$ cat src/rtl/mario_motion_ctrl.sv
// Mario player-motion controller: stand/walk/rise/fall machine advanced on a
// frame tick, with walk animation, facing, and variable-height jump offset.
module mario_motion_ctrl #(
    parameter int unsigned ID_W           = 6,
    parameter int unsigned Y_W            = 8,
    parameter int unsigned WALK_FRAMES    = 3,
    parameter int unsigned WALK_DIV       = 4,
    parameter int unsigned JUMP_TICKS     = 16,
    parameter int unsigned MIN_JUMP_TICKS = 4,
    parameter int unsigned RISE_STEP      = 2,
    parameter int unsigned FALL_STEP      = 2,
    parameter int unsigned ID_STAND       = 0,
    parameter int unsigned ID_WALK0       = 1,
    parameter int unsigned ID_JUMP        = 4
) (
    input  logic            clk,
    input  logic            rst,
    input  logic            tick,
    input  logic            left,
    input  logic            right,
    input  logic            jump,
    output logic [ID_W-1:0] id,
    output logic            oriental,
    output logic            walk,
    output logic            rising,
    output logic            falling,
    output logic [Y_W-1:0]  y
);

    localparam int unsigned FRAME_W = (WALK_FRAMES > 1) ? $clog2(WALK_FRAMES) : 1;
    localparam int unsigned DIV_W   = (WALK_DIV > 1) ? $clog2(WALK_DIV) : 1;
    localparam int unsigned CNT_W   = $clog2(JUMP_TICKS + 1);

    typedef enum logic [1:0] {
        S_IDLE,
        S_WALK,
        S_RISE,
        S_FALL
    } state_t;

    state_t             state_q, state_d;
    logic [FRAME_W-1:0] frame_q, frame_d;
    logic [DIV_W-1:0]   div_q, div_d;
    logic [CNT_W-1:0]   rise_cnt_q, rise_cnt_d;
    logic               armed_q, armed_d;
    logic [Y_W-1:0]     y_q, y_d;
    logic               oriental_q, oriental_d;
    logic [ID_W-1:0]    id_q, id_d;
    logic               walk_q, walk_d;
    logic               rising_q, rising_d;
    logic               falling_q, falling_d;
    logic               dir_valid;

    assign dir_valid = left ^ right;

    // Next-state, counter and registered-output computation for one tick.
    always_comb begin
        state_d    = state_q;
        frame_d    = frame_q;
        div_d      = div_q;
        rise_cnt_d = rise_cnt_q;
        armed_d    = armed_q;
        y_d        = y_q;
        oriental_d = oriental_q;

        if (tick) begin
            if (dir_valid) begin
                oriental_d = left;
            end
            if (!jump) begin
                armed_d = 1'b1;
            end
            case (state_q)
                S_IDLE, S_WALK: begin
                    if (jump && armed_q) begin
                        // jump wins over walking; holding jump cannot re-arm
                        state_d    = S_RISE;
                        armed_d    = 1'b0;
                        y_d        = Y_W'(RISE_STEP);
                        rise_cnt_d = CNT_W'(1);
                    end else if (state_q == S_IDLE) begin
                        if (dir_valid) begin
                            state_d = S_WALK;
                            frame_d = '0;
                            div_d   = '0;
                        end
                    end else if (!dir_valid) begin
                        state_d = S_IDLE;
                    end else if (div_q == DIV_W'(WALK_DIV - 1)) begin
                        div_d   = '0;
                        frame_d = (frame_q == FRAME_W'(WALK_FRAMES - 1)) ? '0 : frame_q + FRAME_W'(1);
                    end else begin
                        div_d = div_q + DIV_W'(1);
                    end
                end
                S_RISE: begin
                    if ((rise_cnt_q == CNT_W'(JUMP_TICKS)) ||
                        (!jump && (rise_cnt_q >= CNT_W'(MIN_JUMP_TICKS)))) begin
                        state_d = S_FALL;
                    end else begin
                        y_d        = y_q + Y_W'(RISE_STEP);
                        rise_cnt_d = rise_cnt_q + CNT_W'(1);
                    end
                end
                S_FALL: begin
                    // clamp at ground rather than wrapping below zero
                    if (y_q <= Y_W'(FALL_STEP)) begin
                        y_d = '0;
                        if (dir_valid) begin
                            state_d = S_WALK;
                            frame_d = '0;
                            div_d   = '0;
                        end else begin
                            state_d = S_IDLE;
                        end
                    end else begin
                        y_d = y_q - Y_W'(FALL_STEP);
                    end
                end
                default: state_d = S_IDLE;
            endcase
        end

        walk_d    = (state_d == S_WALK);
        rising_d  = (state_d == S_RISE);
        falling_d = (state_d == S_FALL);
        case (state_d)
            S_WALK:         id_d = ID_W'(ID_WALK0) + ID_W'(frame_d);
            S_RISE, S_FALL: id_d = ID_W'(ID_JUMP);
            default:        id_d = ID_W'(ID_STAND);
        endcase
    end

    // State and output registers with asynchronous reset.
    always_ff @(posedge clk or posedge rst) begin
        if (rst) begin
            state_q    <= S_IDLE;
            frame_q    <= '0;
            div_q      <= '0;
            rise_cnt_q <= '0;
            armed_q    <= 1'b1;
            y_q        <= '0;
            oriental_q <= 1'b0;
            id_q       <= ID_W'(ID_STAND);
            walk_q     <= 1'b0;
            rising_q   <= 1'b0;
            falling_q  <= 1'b0;
        end else begin
            state_q    <= state_d;
            frame_q    <= frame_d;
            div_q      <= div_d;
            rise_cnt_q <= rise_cnt_d;
            armed_q    <= armed_d;
            y_q        <= y_d;
            oriental_q <= oriental_d;
            id_q       <= id_d;
            walk_q     <= walk_d;
            rising_q   <= rising_d;
            falling_q  <= falling_d;
        end
    end

    assign id       = id_q;
    assign oriental = oriental_q;
    assign walk     = walk_q;
    assign rising   = rising_q;
    assign falling  = falling_q;
    assign y        = y_q;

endmodule

$ cat config.mk
export PLATFORM = sky130hd
export DESIGN_NAME = mario_motion_ctrl
export DESIGN_NICKNAME = d
export VERILOG_FILES = /design/src/rtl/mario_motion_ctrl.sv
export SDC_FILE = /design/constraint.sdc
export NUM_CORES = 1
export LEC_CHECK = 0
export CAP_MARGIN = 20
export CORE_MARGIN = 2
export CORE_UTILIZATION = 44
export DETAILED_ROUTE_END_ITERATION = 8
export HOLD_SLACK_MARGIN = 0.1
export PLACE_DENSITY = 0.77
export SETUP_SLACK_MARGIN = 0.05
export SKIP_LAST_GASP = 1
export SLEW_MARGIN = 30
export SYNTH_ARGS = -nofsm -noshare
export SYNTH_HDL_FRONTEND = slang
export SYNTH_SLANG_ARGS = --single-unit
$ cat constraint.sdc
create_clock -name clk -period 2.88 [get_ports clk]
set_input_delay 0.576 -clock clk [delete_from_list [all_inputs] [get_ports clk]]
set_output_delay 0.576 -clock clk [all_outputs]
set_load 0.01 [all_outputs]
==> flow_summary_export.csv, run 1 <==
group,metric,value,unit
worst_setup_path,r2r_cells,8,
worst_setup_path,r2r_end,"id[2]",
die,io_pins,24,
synth,synth_top_area_share,36.7,%
worst_setup_path,critPathTopFamily,"compound AO/OA/AOI/OAI gates",
worst_setup_path,crit_arrival,2.75,ns
die,dieArea,4390,sq um
finish,final_nets,219,
sta,max_freq,387,MHz
power,power_frac_comb,53.1,%
worst_setup_path,r2r_slack,0.30,ns
run,cap_violations,0,
finish,num_antenna_cells,0,
power,p_seq_share,36.1,%
clocking,cts_resized,0,
clocking,clock-sinks,26,
clocking,cts_root_buf,"clkbuf_8",
synth,ys_seq_area_share,38.2,%
detailed_routing,wl_per_cell,15.1,microns
detailed_routing,postRouteAntennaNets,0,
sta,rsz0062_at_grt,"no",
finish,fillCellCount,355,
global_route,grt_max_degree,27,
power,leakagePower,0.864,nW
worst_setup_path,end_kind,"register",
die,coreArea,3690,sq um
placed_design,port_buffers,19,
clocking,cts_buffers,3,
synth,ys_seq_elements,26,
power,p_sw,852,uW
sta,fin_skew,0.00554,ns
worst_setup_path,r2r_start,"y[3]",
clocking,clk_path_buf_depth,2,
synth,yosysTopAreaCell,"dfrtp_1",
detailed_routing,dr.pass1.iters,4,
worst_setup_path,path_cells,"nor3_2 -> a41oi_1 -> o31a_1 -> a41o_1 -> ha_1 -> a21oi_1 -> nor2_1 -> a221o_1",
sta,finalSetupTns,0,ns
sta,worst_pin_slew,0.790,ns
sta,relSlewSlack,46.8,%
detailed_routing,drcViolationCount,0,
sta,finalSetupViolCount,0,
hold_path,min_path_type,"register to register",
worst_setup_path,crit_type,"register to register",
die,start_util,46.3,%
worst_setup_path,worst-path-stages,8,
worst_setup_path,crit_path_top_delay_cell,"dfrtp_1",
synth,synthTopCellsByCount,"dfrtp_1, o21ai_0, a21oi_1, inv_1, nand2_1",
sta,hold-worst-slack,0.515,ns
placed_design,dp_slack,0.126,ns
synth,async_flop_share,100,%
worst_setup_path,start_kind,"register",
power,cellPowerDensity,984,nW/um^2
global_route,grt_pass1_vias,1337,
finish,finalCoreUtilization,54.6,%
power,switching_share,43.0,%
die,die_x,66.3,microns
sta,setup_ws,0.296,ns
clocking,cts-htree-levels,1,
clocking,clkLatencyLatePin,0.28,ns
synth,yosysMostFrequentCell,"dfrtp_1",
clocking,clk_pin_slew,0.09,ns
finish,multi_input_comb_area,960,sq um
worst_setup_path,crit_buf_inv,0,
synth,netlist_top_cells_area,"dfrtp_1, ha_1, o21ai_0",
synth,synth_area,1710,sq um
worst_setup_path,path_max_fanout,12,
detailed_routing,viasPerCell,5.89,
power,intPower,1.13,mW
global_route,track_usage,19.1,%
worst_setup_path,critPathMaxStageDelay,0.52,ns
synth,synth_edf_count,0,
clocking,cts_tree,"built",
synth,synth_flop_cell,"dfrtp_1",
sta,min_period_over_period,89.7,%
placed_design,place_hpwl,2760,microns
clocking,hold_buffers,0,
power,ir_drop,521,uV
placed_design,dp_cells,250,
worst_setup_path,endpoint,"id[2]",
synth,syn_inst,183,
synth,yosysUniqueCellTypes,57,
global_route,antenna_found_initial,0,
finish,drive_gt1_share,14.1,%
synth,ys_warn_count,0,
die,die_h,66.3,microns
synth,syn_area_per_cell,9.33,sq um
finish,area_growth,18.1,%
placed_design,gp_congestion,0.832,
run_status,status,"finished clean",
global_route,grt_pass1_wl,6420,microns
clocking,cts_setup_buffers,0,
sta,drv_slew,0,
power,clock_power_share,10.8,%
sta,hold_viol_final,0,
global_route,grt-ovfl-total,0,
detailed_routing,finalWirelength,3850,microns
worst_setup_path,crit_path_start,"y[3]",
finish,regArea,652,sq um
sta,finalWorstPathRequiredPeriod,2.58,ns
detailed_routing,drt_iter0_markers,110,
die,placementRows,22,
worst_setup_path,critPathRequiredTime,3.04,ns
detailed_routing,num_vias,1497,
finish,stdcell_count,254,
==> flip-flops by register name (all words and copies together) (netlist names) <==
signal      count
div_q           2
falling         1
walk            1
y               7
rise_cnt_q      5
state_q         2
oriental        1
frame_q         2
armed_q         1
rising          1
id              3
==> worst min path at each step <==
stage                 start  endpoint  slack, ns  cells after the start
floorplan           armed_q   armed_q       0.48                      2
global placement    armed_q   armed_q       0.49                      2
detailed placement  armed_q   armed_q       0.50                      2
CTS                 armed_q   armed_q       0.52                      2
global route        armed_q   armed_q       0.54                      2
finish              armed_q   armed_q       0.52                      2
==> final cells by class <==
| cell class | instances | share of cell area, % |
|---|---|---|
| multi-input cells | 137 | 47.6 |
| flip-flops and latches | 26 | 32.3 |
| clock buffers | 4 | 2.23 |
| inverters | 11 | 2.05 |
| repair buffers | 28 | 12.8 |
| well taps | 48 | 2.98 |
==> metal layers <==
layer	global-route usage, %	wire, microns	up-vias	part of all wire, %
li1	-	-	727	-
met1	27.5	1870	716	49
met2	29.3	1720	49	45
met3	4.09	215	5	5.6
met4	4.59	42	0	1.1
met5	0	0	-	0
==> placed cells by master, fill, tap and decap left out, types with 2 or more instances in the layout <==
cell type        instances
dfrtp_1                 25
clkdlybuf4s50_1         19
o21ai_0                 11
a21oi_1                 10
inv_1                   10
buf_4                    9
nand2_1                  8
nor2_1                   7
ha_1                     6
a211oi_1                 5
nor3b_1                  5
or2_2                    4
a22o_1                   4
nor3_1                   4
nor2b_1                  4
mux2i_1                  4
nand4_1                  4
nand3_1                  4
conb_1                   4
and2_1                   3
o2bb2ai_1                3
a2bb2oi_1                3
clkbuf_8                 3
nor3_2                   2
a41oi_1                  2
nand2b_1                 2
and3_1                   2
mux2_2                   2
nor4_1                   2
and3b_1                  2
nand3b_1                 2
o221ai_1                 2
or4_4                    2
or3_1                    2
o211ai_1                 2
==> stage by stage <==
step / cell area [sq um] / power, mW
after CTS: 2020 / 2.00
after global placement: 1970 / 1.75
after detailed placement: 1970 / 1.77
final: 2020 / 1.98
after floorplan: 1720 / 1.40
after global routing: 2020 / 2.16
==> kinds of logic (layout without fill, tap and decap cells) <==
logic type      count (synthesis)  in the layout  synth area share (%)
mux                             6              6                  3.67
simple gates                   65             65                  23.7
buf+inv                        23             43                  6.23
compound gates                 54             54                  22.6
other cells                     1              4                 0.220
flops                          26             26                  38.2
fa+ha+maj                       6              6                  4.40
xor+xnor                        2              2                  1.03
==> worst register-to-register path, delay by kind of cell, from the launching register on <==
family | cells | cell delay, ns
compound gates | 5 | 1.28
fa+ha+maj | 1 | 0.21
flops | 1 | 0.52
simple gates | 2 | 0.48
==> power groups by stage <==
| stage | sequential [mW] | combinational, mW | clock (mW) |
|---|---|---|---|
| finish | 0.716 | 1.05 | 0.215 |
| global route | 0.745 | 1.17 | 0.241 |
| CTS | 0.714 | 1.05 | 0.228 |
| detailed placement | 0.718 | 1.05 | 0 |
| global placement | 0.718 | 1.03 | 0 |
| floorplan | 0.661 | 0.738 | 0 |
(Power assumes the default switching activity.)
==> run 2, diff against run 1 <==
- REMOVE_ABC_BUFFERS: default -> 1
==> run 2 against run 1 <==
Net effect: clock power up 12%; routed wire length about the same; critical path type is now primary input to register; largest cell class unchanged; core utilization up 0.47 points; clock skew down 0.0013 ns; critical endpoint unchanged.
==> flow_summary_export.csv, run 2 (synthesis results as in run 1) <==
group,metric,value,unit
detailed_routing,drcViolationCount,0,
detailed_routing,postRouteAntennaNets,0,
power,cellPowerDensity,995,nW/um^2
worst_setup_path,start_kind,"primary input",
sta,min_period_over_period,85.6,%
finish,stdcell_area,2030,sq um
placed_design,port_buffers,19,
die,io_pins,24,
detailed_routing,drt_iter0_markers,81,
finish,fillCellCount,337,
sta,fin_skew,0.00423,ns
detailed_routing,dr.pass1.iters,4,
global_route,track_usage,19.7,%
sta,worst_pin_slew,0.741,ns
finish,drive_gt1_share,15.0,%
placed_design,place_hpwl,2810,microns
detailed_routing,wl_per_cell,15.1,microns
clocking,clk_path_buf_depth,2,
die,coreArea,3690,sq um
worst_setup_path,crit_arrival,2.63,ns
finish,num_antenna_cells,0,
worst_setup_path,crit_type,"primary input to register",
clocking,cts_setup_buffers,0,
die,dieArea,4390,sq um
clocking,cts_root_buf,"clkbuf_8",
placed_design,placed_area,1980,sq um
finish,largest_register_ffs,7,
clocking,cts_tree,"built",
placed_design,gp_congestion,0.906,
detailed_routing,finalWirelength,3850,microns
hold_path,min_path_type,"register to register",
detailed_routing,viasPerCell,5.82,
run,cap_violations,0,
die,die_h,66.3,microns
die,die_x,66.3,microns
finish,layout_common_cells,"dfrtp_1, clkdlybuf4s50_1, o21ai_0",
global_route,grt_max_degree,27,
clocking,clk_pin_slew,0.09,ns
worst_setup_path,path_max_fanout,4,
clocking,clkLatencyLatePin,0.27,ns
sta,hold_viol_final,0,
finish,layout_commonest_cell,"dfrtp_1",
detailed_routing,num_vias,1483,
sta,finalSetupViolCount,0,
sta,rsz0062_at_grt,"no",
die,start_util,46.3,%
power,ir_drop,537,uV
sta,max_freq,406,MHz
global_route,grt_pass1_vias,1420,
clocking,clock-sinks,26,
sta,finalSetupTns,0,ns
sta,relSlewSlack,50.0,%
global_route,antenna_found_initial,0,
clocking,cts_resized,0,
clocking,hold_buffers,0,
finish,area_growth,19.1,%
sta,finalWorstPathRequiredPeriod,2.46,ns
clocking,cts-htree-levels,1,
global_route,grt-ovfl-total,0,
global_route,grt_pass1_wl,6810,microns
run_status,status,"finished clean",
sta,drv_slew,0,
die,placementRows,22,
worst_setup_path,critPathRequiredTime,3.04,ns
finish,final_nets,220,
power,leakagePower,0.875,nW
worst_setup_path,end_kind,"register",
clocking,cts_buffers,3,
run 2: cell types whose count changed in the layout (fill, tap and decap cells not counted):
cell      before  now
buf_4          9   10
clkbuf_1       1    0
clkbuf_8       3    4
run 2: where the power goes:
| group | switching [mW] | total [mW] | internal (mW) |
|---|---|---|---|
| Sequential | 0.204 | 0.709 | 0.504 |
| Clock | 0.118 | 0.241 | 0.122 |
| Combinational | 0.536 | 1.07 | 0.537 |
run 2: path summary, 6_finish.rpt:
kind / cells after the start / slack (ns) / end / from
setup / recovery: 9 / 0.42 / id[2] / left
hold / removal: 1 / 0.52 / div_q[1] / div_q[1]
setup reg to reg: 8 / 0.58 / id[2] / y[3]
hold reg to reg: 1 / 0.52 / div_q[1] / div_q[1]
max in group asynchronous: 3 / 1.93 / armed_q / rst
min in group asynchronous: 3 / 0.66 / rise_cnt_q[0] / rst
run 2: cell type report:
| cell class | instances | area [sq um] | share of cell area, % |
|---|---|---|---|
| Clock buffer | 4 | 55.1 | 2.71 |
| Inverter | 11 | 41.3 | 2.03 |
| Timing Repair Buffer | 29 | 265 | 13.0 |
| Sequential cell | 26 | 652 | 32.1 |
| Multi-Input combinational cell | 137 | 960 | 47.2 |
| Tap cell | 48 | 60.1 | 2.95 |
run 2: routing by layer:
layer | vias to the layer above | GRT usage (%) | share of wire, %
li1 | 731 | - | -
met1 | 698 | 28.2 | 49
met2 | 48 | 30.3 | 43
met3 | 6 | 3.58 | 5.5
met4 | 0 | 5.87 | 1.5
met5 | - | 0 | 0
run 2: critical path: stages:
cell and delay, ns:
clkdlybuf4s50_1 0.56, xor2_1 0.21, nand2_1 0.10, o31a_1 0.29, a41o_1 0.21, ha_1 0.21, a21oi_1 0.14, nor2_1 0.05
a221o_1 0.27
run 2: stage by stage:
step / setup WS (ns) / hold slack, ns / utilization [%] / total power, mW / instances
CTS: 0.429 / 0.520 / 55.1 / 2.03 / 255
finish: 0.416 / 0.518 / 55.1 / 2.02 / 255
floorplan: 0.592 / 0.474 / - / 1.36 / 174
global route: 0.197 / 0.564 / 55.1 / 2.20 / 255
global placement: 0.170 / 0.494 / 53.6 / 1.75 / 251
detailed placement: 0.138 / 0.497 / 53.6 / 1.78 / 251
==> run 3, diff against run 2 <==
- CTS_CLUSTER_SIZE: default -> 8
==> results of run 3 <==
Same layout as run 2: the final DEF is identical, and so are final timing and power.
